`src/rtl/adler32_check.sv`:
```
// Receive-side Adler-32 verifier: folds payload bytes into {B,A},
// assembles the 4-byte trailer and reports match/error flags.
module adler32_check #(
    parameter int unsigned MOD    = 65521,
    parameter bit          TRL_BE = 1'b1,
    parameter int unsigned LEN_W  = 16
) (
    input  logic             clk,
    input  logic             rst_n,
    input  logic             abort,
    input  logic             in_valid,
    output logic             in_ready,
    input  logic [7:0]       in_data,
    input  logic             in_last,
    output logic             done,
    output logic             match,
    output logic             proto_err,
    output logic             len_err,
    output logic [31:0]      calc_sum,
    output logic [31:0]      rx_sum,
    output logic [LEN_W-1:0] byte_count
);

    typedef enum logic [1:0] {
        S_IDLE,
        S_PAYLOAD,
        S_TRAILER,
        S_DONE
    } state_t;

    localparam logic [16:0]      MOD17   = 17'(MOD);
    localparam logic [LEN_W-1:0] CNT_MAX = '1;
    localparam logic [LEN_W-1:0] CNT_ONE = LEN_W'(1);

    state_t           r_state;
    logic [15:0]      r_a;
    logic [15:0]      r_b;
    logic [1:0]       r_trl_idx;
    logic [31:0]      r_rx;
    logic [LEN_W-1:0] r_cnt;
    logic             r_done;
    logic             r_match;
    logic             r_proto;
    logic             r_len;

    logic             w_xfer;
    logic             w_idle;
    logic [15:0]      w_a_base;
    logic [15:0]      w_b_base;
    logic [16:0]      w_a_sum;
    logic [16:0]      w_a_mod;
    logic [16:0]      w_b_sum;
    logic [16:0]      w_b_mod;
    logic [15:0]      w_a_next;
    logic [15:0]      w_b_next;
    logic [31:0]      w_rx_next;

    assign w_xfer   = in_valid && in_ready;
    assign w_idle   = (r_state == S_IDLE);

    // A new frame folds into the seed values rather than the stale sums.
    assign w_a_base = w_idle ? 16'd1 : r_a;
    assign w_b_base = w_idle ? 16'd0 : r_b;

    assign w_a_sum  = {1'b0, w_a_base} + {9'b0, in_data};
    assign w_a_mod  = (w_a_sum >= MOD17) ? (w_a_sum - MOD17) : w_a_sum;
    assign w_a_next = w_a_mod[15:0];

    assign w_b_sum  = {1'b0, w_b_base} + {1'b0, w_a_next};
    assign w_b_mod  = (w_b_sum >= MOD17) ? (w_b_sum - MOD17) : w_b_sum;
    assign w_b_next = w_b_mod[15:0];

    assign w_rx_next = TRL_BE ? {r_rx[23:0], in_data}
                              : {in_data, r_rx[31:8]};

    always_ff @(posedge clk or negedge rst_n) begin
        if (!rst_n) begin
            r_state   <= S_IDLE;
            r_a       <= 16'd1;
            r_b       <= 16'd0;
            r_trl_idx <= 2'd0;
            r_rx      <= 32'd0;
            r_cnt     <= '0;
            r_done    <= 1'b0;
            r_match   <= 1'b0;
            r_proto   <= 1'b0;
            r_len     <= 1'b0;
        end else begin
            r_done <= 1'b0;
            if (abort) begin
                r_state   <= S_IDLE;
                r_a       <= 16'd1;
                r_b       <= 16'd0;
                r_trl_idx <= 2'd0;
                r_rx      <= 32'd0;
                r_cnt     <= '0;
                r_match   <= 1'b0;
                r_proto   <= 1'b0;
                r_len     <= 1'b0;
            end else begin
                unique case (r_state)
                    S_IDLE: begin
                        if (w_xfer) begin
                            r_match   <= 1'b0;
                            r_proto   <= 1'b0;
                            r_len     <= 1'b0;
                            r_rx      <= 32'd0;
                            r_trl_idx <= 2'd0;
                            r_a       <= w_a_next;
                            r_b       <= w_b_next;
                            r_cnt     <= CNT_ONE;
                            r_state   <= in_last ? S_TRAILER : S_PAYLOAD;
                        end
                    end
                    S_PAYLOAD: begin
                        if (w_xfer) begin
                            r_a <= w_a_next;
                            r_b <= w_b_next;
                            if (r_cnt == CNT_MAX) begin
                                r_len <= 1'b1;
                            end else begin
                                r_cnt <= r_cnt + CNT_ONE;
                            end
                            if (in_last) begin
                                r_trl_idx <= 2'd0;
                                r_state   <= S_TRAILER;
                            end
                        end
                    end
                    S_TRAILER: begin
                        if (w_xfer) begin
                            r_rx      <= w_rx_next;
                            r_trl_idx <= r_trl_idx + 2'd1;
                            if (in_last) begin
                                r_proto <= 1'b1;
                            end
                            if (r_trl_idx == 2'd3) begin
                                r_state <= S_DONE;
                                r_done  <= 1'b1;
                                r_match <= ({r_b, r_a} == w_rx_next);
                            end
                        end
                    end
                    S_DONE: begin
                        r_state <= S_IDLE;
                    end
                    default: begin
                        r_state <= S_IDLE;
                    end
                endcase
            end
        end
    end

    assign in_ready   = (r_state != S_DONE);
    assign done       = r_done;
    assign match      = r_match;
    assign proto_err  = r_proto;
    assign len_err    = r_len;
    assign calc_sum   = {r_b, r_a};
    assign rx_sum     = r_rx;
    assign byte_count = r_cnt;

endmodule

```
`config.mk`:
```
export PLATFORM = sky130hd
export DESIGN_NAME = adler32_check
export DESIGN_NICKNAME = d
export VERILOG_FILES = /design/src/rtl/adler32_check.sv
export SDC_FILE = /design/constraint.sdc
export NUM_CORES = 1
export LEC_CHECK = 0
export ABC_AREA = 1
export ABC_CLOCK_PERIOD_IN_PS = 5800
export CAP_MARGIN = 0
export CELL_PAD_IN_SITES_DETAIL_PLACEMENT = 0
export CELL_PAD_IN_SITES_GLOBAL_PLACEMENT = 1
export CORE_MARGIN = 2
export CORE_UTILIZATION = 34
export CTS_CLUSTER_DIAMETER = 200
export DETAILED_ROUTE_END_ITERATION = 7
export PLACE_DENSITY = 0.79
export REMOVE_ABC_BUFFERS = 1
export SETUP_SLACK_MARGIN = 0.15
export SLEW_MARGIN = 30
export SYNTH_ARGS = -nofsm -noshare
export SYNTH_HDL_FRONTEND = slang
export SYNTH_SLANG_ARGS = --single-unit
export TNS_END_PERCENT = 30
```
`constraint.sdc`:
```
create_clock -name clk -period 5.8 [get_ports clk]
set_clock_uncertainty 0.1 [all_clocks]
set_input_delay 1.74 -clock clk [delete_from_list [all_inputs] [get_ports clk]]
set_output_delay 1.74 -clock clk [all_outputs]
set_load 0.02 [all_outputs]
```
==> results by group <==
Synth
  • Synth warn: 0
  • Synth unique cells: 49
  • Synth Area in Compound Gates: 0.1248
  • #FFs+latches synth: a little under 90
  • Synth Area in Simple Gates: 0.3579
  • Async set or reset register ratio after synthesis: 1.000
  • EDFF count, synth: 0
  • Largest family of logic cells by synthesized area: simple AND/OR/NAND/NOR gates
  • Post-synth top flop: dfrtp_1
  • Top cell type by total area after synthesis: dfrtp_1
  • Post-synth top area share: 0.3098
  • Syn_area_per_cell: 6.744 um2
  • Synthesized instance count: 1042
  • Top cells by area, synth: dfrtp_1, nand2_1, inv_1
  • Synth Area in Adders: 0.06268
  • Mux contribution to synthesized area: 0
  • Post-synthesis sequential area ratio: 0.3136
  • Xor/xnor cell area share of the yosys netlist: 0.02600
  • Netlist Area Pre-Place: approximately 7000 um2

Clock network
  • Clk root buf: clkbuf_16
  • Clock sink count: 88
  • H-Tree Level Count: 3
  • CTS Buf Count: 9
  • Post-CTS Hold Buffers: 0
  • Clk buf depth: 2
  • Clk_lat worst skew: 0.36 ns
  • CTS clk-pin slew, worst paths: about 0.070 ns
  • CTS tree: done

Pwr
  • Leak: 5.376 nW
  • Power consumption: 4.574 mW
  • Pwr Density: 405.1 nW/um2
  • Max VDD drop: approximately 0.22 mV

Critical path
  • Most common cell on crit path: buf_4
  • CP arrival: 5.95 ns
  • CP max stage cell: fa_2
  • Crit path max fanout: 4
  • Flop2flop setup slack: 0.37 ns
  • Setup crit start kind: input pin
  • WS Path Type: input pin to flip-flop
  • Critical Path RT: 5.93 ns
  • Critical Path Sink Type: flip-flop
  • Crit path largest cell delay: 0.40 ns

Layout
  • N_diodes: 0
  • NumNets Final: 1399
  • Commonest non-fill, non-tap cell in the layout: buf_4
  • Layout cells sized above 1: 0.3626
  • Commonest non-fill, non-tap cells in the layout: buf_4, nand2_1, inv_1, clkdlybuf4s50_1, dfrtp_1
  • Area growth, synth to finish: 60.68%
  • Fin area: between 10000 and 15000 um2

Routing
  • Initial DRC count: 450
  • Routed length on met3: 1379 um
  • Top Layer Used: met4
  • Via/cell ratio: 5.084
  • Drt wl/cell: approximately 17 um
  • Total Wirelength: 27830 um
  • DRC viols: 0
  • Metal-1 WL: 12260 um
  • Routed wl met2: 13460 um
  • Via count: 8272
  • Antenna viol nets, final: 0
  • Drt pass-1 iters: 5

Run status
  • Failing checks: setup timing
  • Status: finished with violations

Timing
  • Setup slack after layout: -0.01527 ns
  • Worst hold slack: 0.4061 ns
  • Setup_tns: -0.02016 ns
  • Slew Limit Headroom: 0.5309
  • Minimum clock period: 5.815 ns
  • Tcrit/Tclk final: 1.003
  • FMAX: 172.0 MHz
  • Slew @ Worst Pin: 0.7037 ns
  • Final setup vio count: 2
  • RSZ-0062 raised after global routing: true
  • Max Slew Vio Count: 0
  • Final Hold Viols: 0

Global routing
  • Vias in the first global route: between 8000 and 9000
  • Largest net degree at the start of global routing: 56
  • Global-route wire length before repair: 42450 um
  • GRT Total Usage: 0.2485
  • Overflow after GRT: 0
  • Initial antenna violation count: 0

Flow run
  • Maximum capacitance violations: 0

Placement
  • Post-DP Area: 9527 um2
  • GPL Wtd Cong: 0.9157
  • Buffers on Ports: 97
  • Final HPWL DP: approximately 21000 um
  • Placement Setup Slack: -1.173 ns

Floorplan
  • Site Rows: 52
  • Die height: between 100 and 150 um
  • Initial Util: 0.3473
  • Die Area: 21830 um2
  • Die Width: 147.8 um
  • Ports: 98
  • Std-Cell Core Area: between 20000 and 25000 um2

Worst hold path
  • Worst hold path type: flip-flop to flip-flop
-- sequential cells by signal, indices dropped and copies added (netlist names) --
name / count
proto_err: 1
rx_sum: 32
r_a: 16
len_err: 1
r_b: 16
match: 1
byte_count: 16
r_state: 2
done: 1
r_trl_idx: 2
-- final timing paths --
| path | startpoint | end | depth (start not counted) |
|---|---|---|---|
| min in group asynchronous | rst_n | rx_sum[9] | 1 |
| setup reg to reg | r_state[0] | r_b[3] | 40 |
| setup / recovery | in_data[0] | r_b[3] | 38 |
| hold reg to reg | match | match | 2 |
| max in group asynchronous | rst_n | r_a[0] | 2 |
| hold / removal | match | match | 2 |
-- synth_stat cells (3+ instances only) --
| cell | n |
|---|---|
| o21ai_0 | 40 |
| nor2_1 | 87 |
| ha_1 | 32 |
| clkbuf_1 | 10 |
| nor3_1 | 12 |
| nor4_1 | 6 |
| nand3b_1 | 6 |
| xor2_1 | 12 |
| o22ai_1 | 46 |
| a21oi_1 | 30 |
| buf_6 | 3 |
| inv_2 | 5 |
| nand2_1 | 257 |
| nand4_1 | 22 |
| o21ai_1 | 4 |
| xnor2_1 | 7 |
| dfrtp_1 | 87 |
| and3_1 | 4 |
| nand2_2 | 19 |
| o2111ai_1 | 3 |
| a211oi_1 | 4 |
| inv_1 | 186 |
| nand2_4 | 5 |
| o31ai_1 | 5 |
| nand3_1 | 95 |
| nor2_4 | 3 |
| nor2_2 | 11 |
| nand3_2 | 10 |
-- metal layers --
layer / up-vias / GRT usage
met3: 45 / 0.03549
met2: 250 / 0.4105
met1: 3948 / 0.3354
met5: - / 0
met4: 0 / 0.08221
li1: 4029 / -
-- cell families (layout without fill, tap and decap cells) --
logic type / after synthesis / after routing
fa+ha+maj: 34 / 34
compound gates: 147 / 147
xor+xnor: 20 / 20
flops: 88 / 88
simple gates: 544 / 545
buf+inv: 209 / 523
-- layout make-up --
type	instances	area (um2)
Tap cell	270	337.8
Inverter	193	724.4
Multi-Input combinational cell	746	5044
Clock inverter	5	86.33
Clock buffer	11	252.7
Fill cell	1896	8944
Sequential cell	88	2203
Timing Repair Buffer	314	2643
-- worst max-delay path: cells and delay by family --
family	cells	cell delay, ns
and+or+nand+nor	21	1.77
buffers and inverters	13	1.64
adders and majority gates	2	0.55
xor gates and xnor gates	1	0.15
AOI/OAI and AO/OA	1	0.08
-- what timing repair did --
action                     4_1_cts  5_1_grt
setup endpoints to repair       16       16
pin swaps                       50       91
resized for setup              105      185
cloned                           2        0
buffers inserted                29       19
-- through the flow --
| step | utilization | std cells |
|---|---|---|
| 2_1_floorplan | - | 1026 |
| 4_1_cts | 0.5181 | 1608 |
| 5_1_grt | 0.5580 | 1627 |
| 3_5_place_dp | 0.4708 | 1561 |
| 6_report | 0.5580 | 1627 |
| 3_3_place_gp | 0.4708 | 1561 |
-- report_power, final --
part           switching, mW  internal, mW
Sequential             0.100         0.692
Clock                  0.269         0.405
Combinational           1.70          1.41
Note: power is estimated with default switching activity, not from simulation.
